<file path="config.mk">
export PLATFORM = sky130hd
export DESIGN_NAME = shift_ex_stage
export DESIGN_NICKNAME = d
export VERILOG_FILES = /design/src/rtl/shift_ex_stage.sv
export SDC_FILE = /design/constraint.sdc
export NUM_CORES = 1
export LEC_CHECK = 0
export CAP_MARGIN = 15
export CELL_PAD_IN_SITES_DETAIL_PLACEMENT = 0
export CELL_PAD_IN_SITES_GLOBAL_PLACEMENT = 2
export CORE_MARGIN = 2
export CORE_UTILIZATION = 36
export CTS_CLUSTER_SIZE = 10
export DETAILED_ROUTE_END_ITERATION = 6
export PLACE_DENSITY = 0.86
export SETUP_SLACK_MARGIN = 0.02
export SKIP_LAST_GASP = 1
export SYNTH_ARGS = -nofsm -noshare
export SYNTH_HDL_FRONTEND = slang
export SYNTH_SLANG_ARGS = --single-unit
</file>
<file path="constraint.sdc">
create_clock -name clk -period 6 [get_ports clk]
set_input_delay 0.6 -clock clk [delete_from_list [all_inputs] [get_ports clk]]
set_output_delay 0.6 -clock clk [all_outputs]
set_load 0.05 [all_outputs]
</file>
<file path="src/rtl/shift_ex_stage.sv">
// Shift execute stage: operand register, barrel shifter, result register.
// Carries SLL/SRA/ROR micro-ops from ID/EX to EX/MEM over valid/ready.
module shift_barrel #(
    parameter int DW = 16,
    parameter int SW = 4
) (
    input  logic [DW-1:0] data,
    input  logic [SW-1:0] amt,
    input  logic [1:0]    mode,
    output logic [DW-1:0] result
);

    logic [DW-1:0] acc;
    logic          is_sll;
    logic          is_sra;
    logic          is_ror;
    logic          is_bad;

    assign is_sll = (mode == 2'b00);
    assign is_sra = (mode == 2'b01);
    assign is_ror = (mode == 2'b10);
    assign is_bad = (mode == 2'b11);

    // Log-depth shifter: stage k moves by 2**k when amt[k] is set.
    always_comb begin
        acc = data;
        for (int k = 0; k < SW; k++) begin
            if (amt[k]) begin
                unique case (1'b1)
                    is_sll: acc = acc << (2 ** k);
                    is_sra: acc = $signed(acc) >>> (2 ** k);
                    is_ror: acc = (acc >> (2 ** k))
                                | (acc << (DW - 2 ** k));
                    is_bad: acc = acc;
                endcase
            end
        end
    end

    assign result = acc;

endmodule

module shift_ex_stage #(
    parameter int DW   = 16,
    parameter int SW   = 4,
    parameter int TAGW = 4
) (
    input  logic            clk,
    input  logic            rst,
    input  logic            in_valid,
    output logic            in_ready,
    input  logic [DW-1:0]   in_data,
    input  logic [SW-1:0]   in_amt,
    input  logic [1:0]      in_mode,
    input  logic [TAGW-1:0] in_tag,
    input  logic            flush,
    output logic            out_valid,
    input  logic            out_ready,
    output logic [DW-1:0]   out_data,
    output logic [TAGW-1:0] out_tag,
    output logic            out_err,
    output logic            z_flag
);

    typedef struct packed {
        logic [DW-1:0]   data;
        logic [SW-1:0]   amt;
        logic [1:0]      mode;
        logic [TAGW-1:0] tag;
    } op_t;

    op_t           s1;
    logic          s1_valid;
    logic          s2_can_load;
    logic          accept;
    logic          s1_move;
    logic          out_fire;
    logic [DW-1:0] shift_res;

    assign s2_can_load = ~out_valid | out_ready;
    assign in_ready    = ~s1_valid | s2_can_load;
    assign accept      = in_valid & in_ready;
    assign s1_move     = s1_valid & s2_can_load;
    assign out_fire    = out_valid & out_ready;

    shift_barrel #(
        .DW (DW),
        .SW (SW)
    ) u_shift (
        .data   (s1.data),
        .amt    (s1.amt),
        .mode   (s1.mode),
        .result (shift_res)
    );

    always_ff @(posedge clk or posedge rst) begin
        if (rst) begin
            s1_valid <= 1'b0;
        end else if (flush) begin
            s1_valid <= 1'b0;
        end else if (accept) begin
            s1_valid <= 1'b1;
        end else if (s1_move) begin
            s1_valid <= 1'b0;
        end
    end

    always_ff @(posedge clk or posedge rst) begin
        if (rst) begin
            s1 <= '0;
        end else if (accept) begin
            s1.data <= in_data;
            s1.amt  <= in_amt;
            s1.mode <= in_mode;
            s1.tag  <= in_tag;
        end
    end

    always_ff @(posedge clk or posedge rst) begin
        if (rst) begin
            out_valid <= 1'b0;
        end else if (flush) begin
            out_valid <= 1'b0;
        end else if (s2_can_load) begin
            out_valid <= s1_valid;
        end
    end

    always_ff @(posedge clk or posedge rst) begin
        if (rst) begin
            out_data <= '0;
            out_tag  <= '0;
            out_err  <= 1'b0;
        end else if (s1_move) begin
            out_data <= shift_res;
            out_tag  <= s1.tag;
            out_err  <= (s1.mode == 2'b11);
        end
    end

    // A result leaving in a flush cycle is still architecturally consumed.
    always_ff @(posedge clk or posedge rst) begin
        if (rst) begin
            z_flag <= 1'b0;
        end else if (out_fire & ~out_err) begin
            z_flag <= (out_data == '0);
        end
    end

endmodule
</file>
==> results.sh <==
export IMPL_syn_nets=613
export IMPL_die_width_um=117
export IMPL_ant_nets=0
export IMPL_pre_cts_ws_ns=2.64
export IMPL_dp_hpwl_um=12200
export IMPL_cp_num_buf_inv=1
export IMPL_crit_type="reg2reg"
export IMPL_hold_path_startpoint="s1[2]"
export IMPL_dpl_instance_area_mm2=0.00510
export IMPL_min_period_over_period=0.576
export IMPL_critical_path_arrival_ns=3.64
export IMPL_cts_buffer_depth=2
export IMPL_num_nets_final=627
export IMPL_cp_required_ns=6.19
export IMPL_ctsHoldBuffers=0
export IMPL_cts_tree="built"
export IMPL_drt_iter0_markers=470
export IMPL_grt_max_degree=57
export IMPL_ir_drop_v=0.000138
export IMPL_drc=0
export IMPL_synth_ff_type="dfrtp_1"
export IMPL_clk_pin_slew_ns=0.08
export IMPL_gr_total_overflow=0
export IMPL_power_density_mw_per_mm2=294
export IMPL_antenna_found_initial=0
export IMPL_totalWireLength_um=16900
export IMPL_num_fill_cells=1320
export IMPL_timing_final_hold_violations=0
export IMPL_timing_rr_start="s1[6]"
export IMPL_insertion_delay_ns=0.30
export IMPL_path_delay_family="compound AO/OA/AOI/OAI gates"
export IMPL_synthArstFlopShare=1.00
export IMPL_setup_viol=0
export IMPL_min_to="out_tag[2]"
export IMPL_maxCapViolations=0
export IMPL_worstRegToRegCells=8
export IMPL_worst_pin_slew_ns=0.958
export IMPL_grt_pass1_vias=4692
export IMPL_setup_ws_ns=2.54
export IMPL_slew_headroom=0.361
export IMPL_yosys_warnings=0
export IMPL_ys_ff_latch=50
export IMPL_r2r_slack_ns=2.54
export IMPL_postSynthAreaPerCell_um2=7.87
export IMPL_wl_per_cell_um=21.9
export IMPL_core_mm2=0.0125
export IMPL_yosysSeqAreaShare=0.273
export IMPL_hold_class="reg2reg"
export IMPL_drive_gt1_frac=0.106
export IMPL_cts_sinks=50
export IMPL_syn_area_mm2=0.00458
export IMPL_cts_made_buffers=5
export IMPL_slowest_delay_ns=0.76
export IMPL_critPathLaunchType="flop"
export IMPL_regArea_mm2=0.00125
export IMPL_die_h_um=117
export IMPL_skew_ns=0.00994
export IMPL_ys_types=74
export IMPL_fin_crit_ns=3.46
export IMPL_port_buffers=54
export IMPL_start_util=0.366
export IMPL_r2r_end="out_data[12]"
export IMPL_cp_cell_sequence="buf_4 -> nor2b_1 -> a21oi_1 -> a21bo_2 -> a22oi_1 -> a222oi_1 -> a21oi_1 -> o32a_1"
export IMPL_area_growth_pct=15.8
export IMPL_row_count=41
export IMPL_dr_pass1_iters=5
export IMPL_min_path_cells=2
export IMPL_die_area_mm2=0.0136
export IMPL_status="finished clean"
export IMPL_power_leakage_nw=2.03
export IMPL_h_tree_depth=2
export IMPL_path_common_cell="a21oi_1"
export IMPL_cp_max_fo=38
export IMPL_post_route_util=0.424
export IMPL_num_vias=4812
export IMPL_synthCells=582
export IMPL_gp_congestion=0.937
export IMPL_grt_pass1_wl_um=26500
export IMPL_slowest_stage="nor2b_1"
export IMPL_diodes=0
export IMPL_setup_worst_path_end_class="flop"
export IMPL_boundaryPins=55
export IMPL_via_per_inst=6.26
export IMPL_postCtsSetupRepairBufs=0
export IMPL_cts_resized=0
export IMPL_multi_input_area_mm2=0.00300
export IMPL_setup_tns_ns=0
export IMPL_synth_enable_flop_cells=0
export IMPL_max_freq_ghz=0.289
export IMPL_drv_slew=0
export IMPL_stdcell_area_mm2=0.00530
export IMPL_grtUsageTotal=0.256
export IMPL_rsz0062_at_grt="false"
export IMPL_clock_tree_root_cell="clkbuf_16"
-- power breakdown --
group          switching (W)  internal, W  leakage, nW  total [W]
registers           0.000100     0.000392        0.591   0.000492
logic               0.000477     0.000279         1.36   0.000756
clock network       0.000141     0.000168       0.0770   0.000309
total               0.000718     0.000839         2.03    0.00156
-- synthesized netlist by cell type, drive strengths merged (3+ instances only) --
master,n,area share
a211oi,16,0.027
a21o,6,0.0098
a21oi,46,0.051
a221oi,5,0.011
a22oi,9,0.015
a31oi,11,0.015
and2,4,0.0055
and3,4,0.0055
buf,29,0.040
clkbuf,26,0.022
dfrtp,50,0.27
inv,9,0.0074
mux2,35,0.086
mux2i,17,0.037
nand2,69,0.057
nand2b,18,0.025
nand3,8,0.0087
nand3b,9,0.015
nand4,6,0.0082
nor2,42,0.034
nor2b,20,0.027
nor3,13,0.014
nor3b,4,0.0066
nor4,5,0.0068
o2111ai,3,0.0057
o211ai,9,0.015
o21a,5,0.0082
o21ai,40,0.045
o22ai,10,0.014
o31ai,4,0.0066
o32a,5,0.011
o32ai,3,0.0057
-- final cells by class --
cell class              count  share of cell area
clock buffers               6              0.0262
multi-input cells         467               0.566
well taps                 172              0.0406
clock inverters             2             0.00330
repair buffers             63               0.121
inverters                   9             0.00637
flip-flops and latches     50               0.236
-- state kept, by name, summed over array words and instances, names as in the netlist --
| register | flops |
|---|---|
| out_err | 1 |
| z_flag | 1 |
| out_valid | 1 |
| s1 | 26 |
| s1_valid | 1 |
| out_tag | 4 |
| out_data | 16 |
-- cells in the final DEF, fill, tap and decap left out, types with 5 or more instances in the layout --
| cell | n |
|---|---|
| o21a_1 | 5 |
| nor4_1 | 5 |
| o32a_1 | 5 |
| inv_1 | 7 |
| nor2_1 | 42 |
| buf_4 | 7 |
| nor3_1 | 13 |
| a22oi_1 | 9 |
| o21ai_1 | 6 |
| nand2b_1 | 18 |
| clkdlybuf4s50_1 | 54 |
| nor2b_1 | 20 |
| clkbuf_16 | 5 |
| nand4_1 | 6 |
| nand2_1 | 69 |
| dfrtp_1 | 48 |
| mux2i_1 | 17 |
| o21ai_0 | 33 |
| mux2_2 | 35 |
| a211oi_1 | 15 |
| nand3b_1 | 9 |
| nand3_1 | 8 |
| a31oi_1 | 11 |
| a21o_1 | 6 |
| o22ai_1 | 10 |
| o211ai_1 | 9 |
| a21oi_1 | 45 |
-- logic make-up (layout without fill, tap and decap cells) --
| group | Yosys count | count (layout) | share of synthesized area |
|---|---|---|---|
| XOR/XNOR | 1 | 1 | 0.00191 |
| AND/OR/NAND/NOR | 213 | 213 | 0.234 |
| buffers and inverters | 65 | 80 | 0.0711 |
| multiplexers | 52 | 52 | 0.123 |
| flip-flops | 50 | 50 | 0.273 |
| AO/OA/AOI/OAI | 201 | 201 | 0.297 |
-- worst max path at each step --
| stage | from | slack [ns] | endpoint | depth (start not counted) |
|---|---|---|---|---|
| CTS | s1[6] | 2.60 | out_data[12] | 8 |
| global route | s1[6] | 2.25 | out_data[12] | 8 |
| floorplan | out_valid | 3.53 | s1[0] | 5 |
| detailed placement | s1[6] | 2.64 | out_data[12] | 8 |
| global placement | s1[6] | 2.66 | out_data[12] | 8 |
| finish | s1[6] | 2.54 | out_data[12] | 8 |
-- per-layer routing --
| metal | share of wire | wire length (µm) | vias up | global-route usage |
|---|---|---|---|---|
| met3 | 0.064 | 1070 | 39 | 0.0314 |
| li1 | - | - | 2203 | - |
| met5 | 0 | 0 | - | 0 |
| met2 | 0.47 | 7930 | 215 | 0.407 |
| met1 | 0.43 | 7320 | 2355 | 0.358 |
| met4 | 0.031 | 530 | 0 | 0.0941 |
-- worst min-delay path: cells and delay by family (launching register included) --
family / cells / cell delay (ns)
flops: 1 / 0.34
simple gates: 2 / 0.10
-- stage by stage --
step / hold WS [ns] / total power (W) / instances
final: 0.463 / 0.00156 / 769
after floorplan: 0.433 / 0.000998 / 582
after detailed placement: 0.450 / 0.00124 / 759
after global placement: 0.441 / 0.00124 / 759
after global routing: 0.498 / 0.00164 / 769
after CTS: 0.468 / 0.00155 / 767
Note: power is estimated with default switching activity, not from simulation.
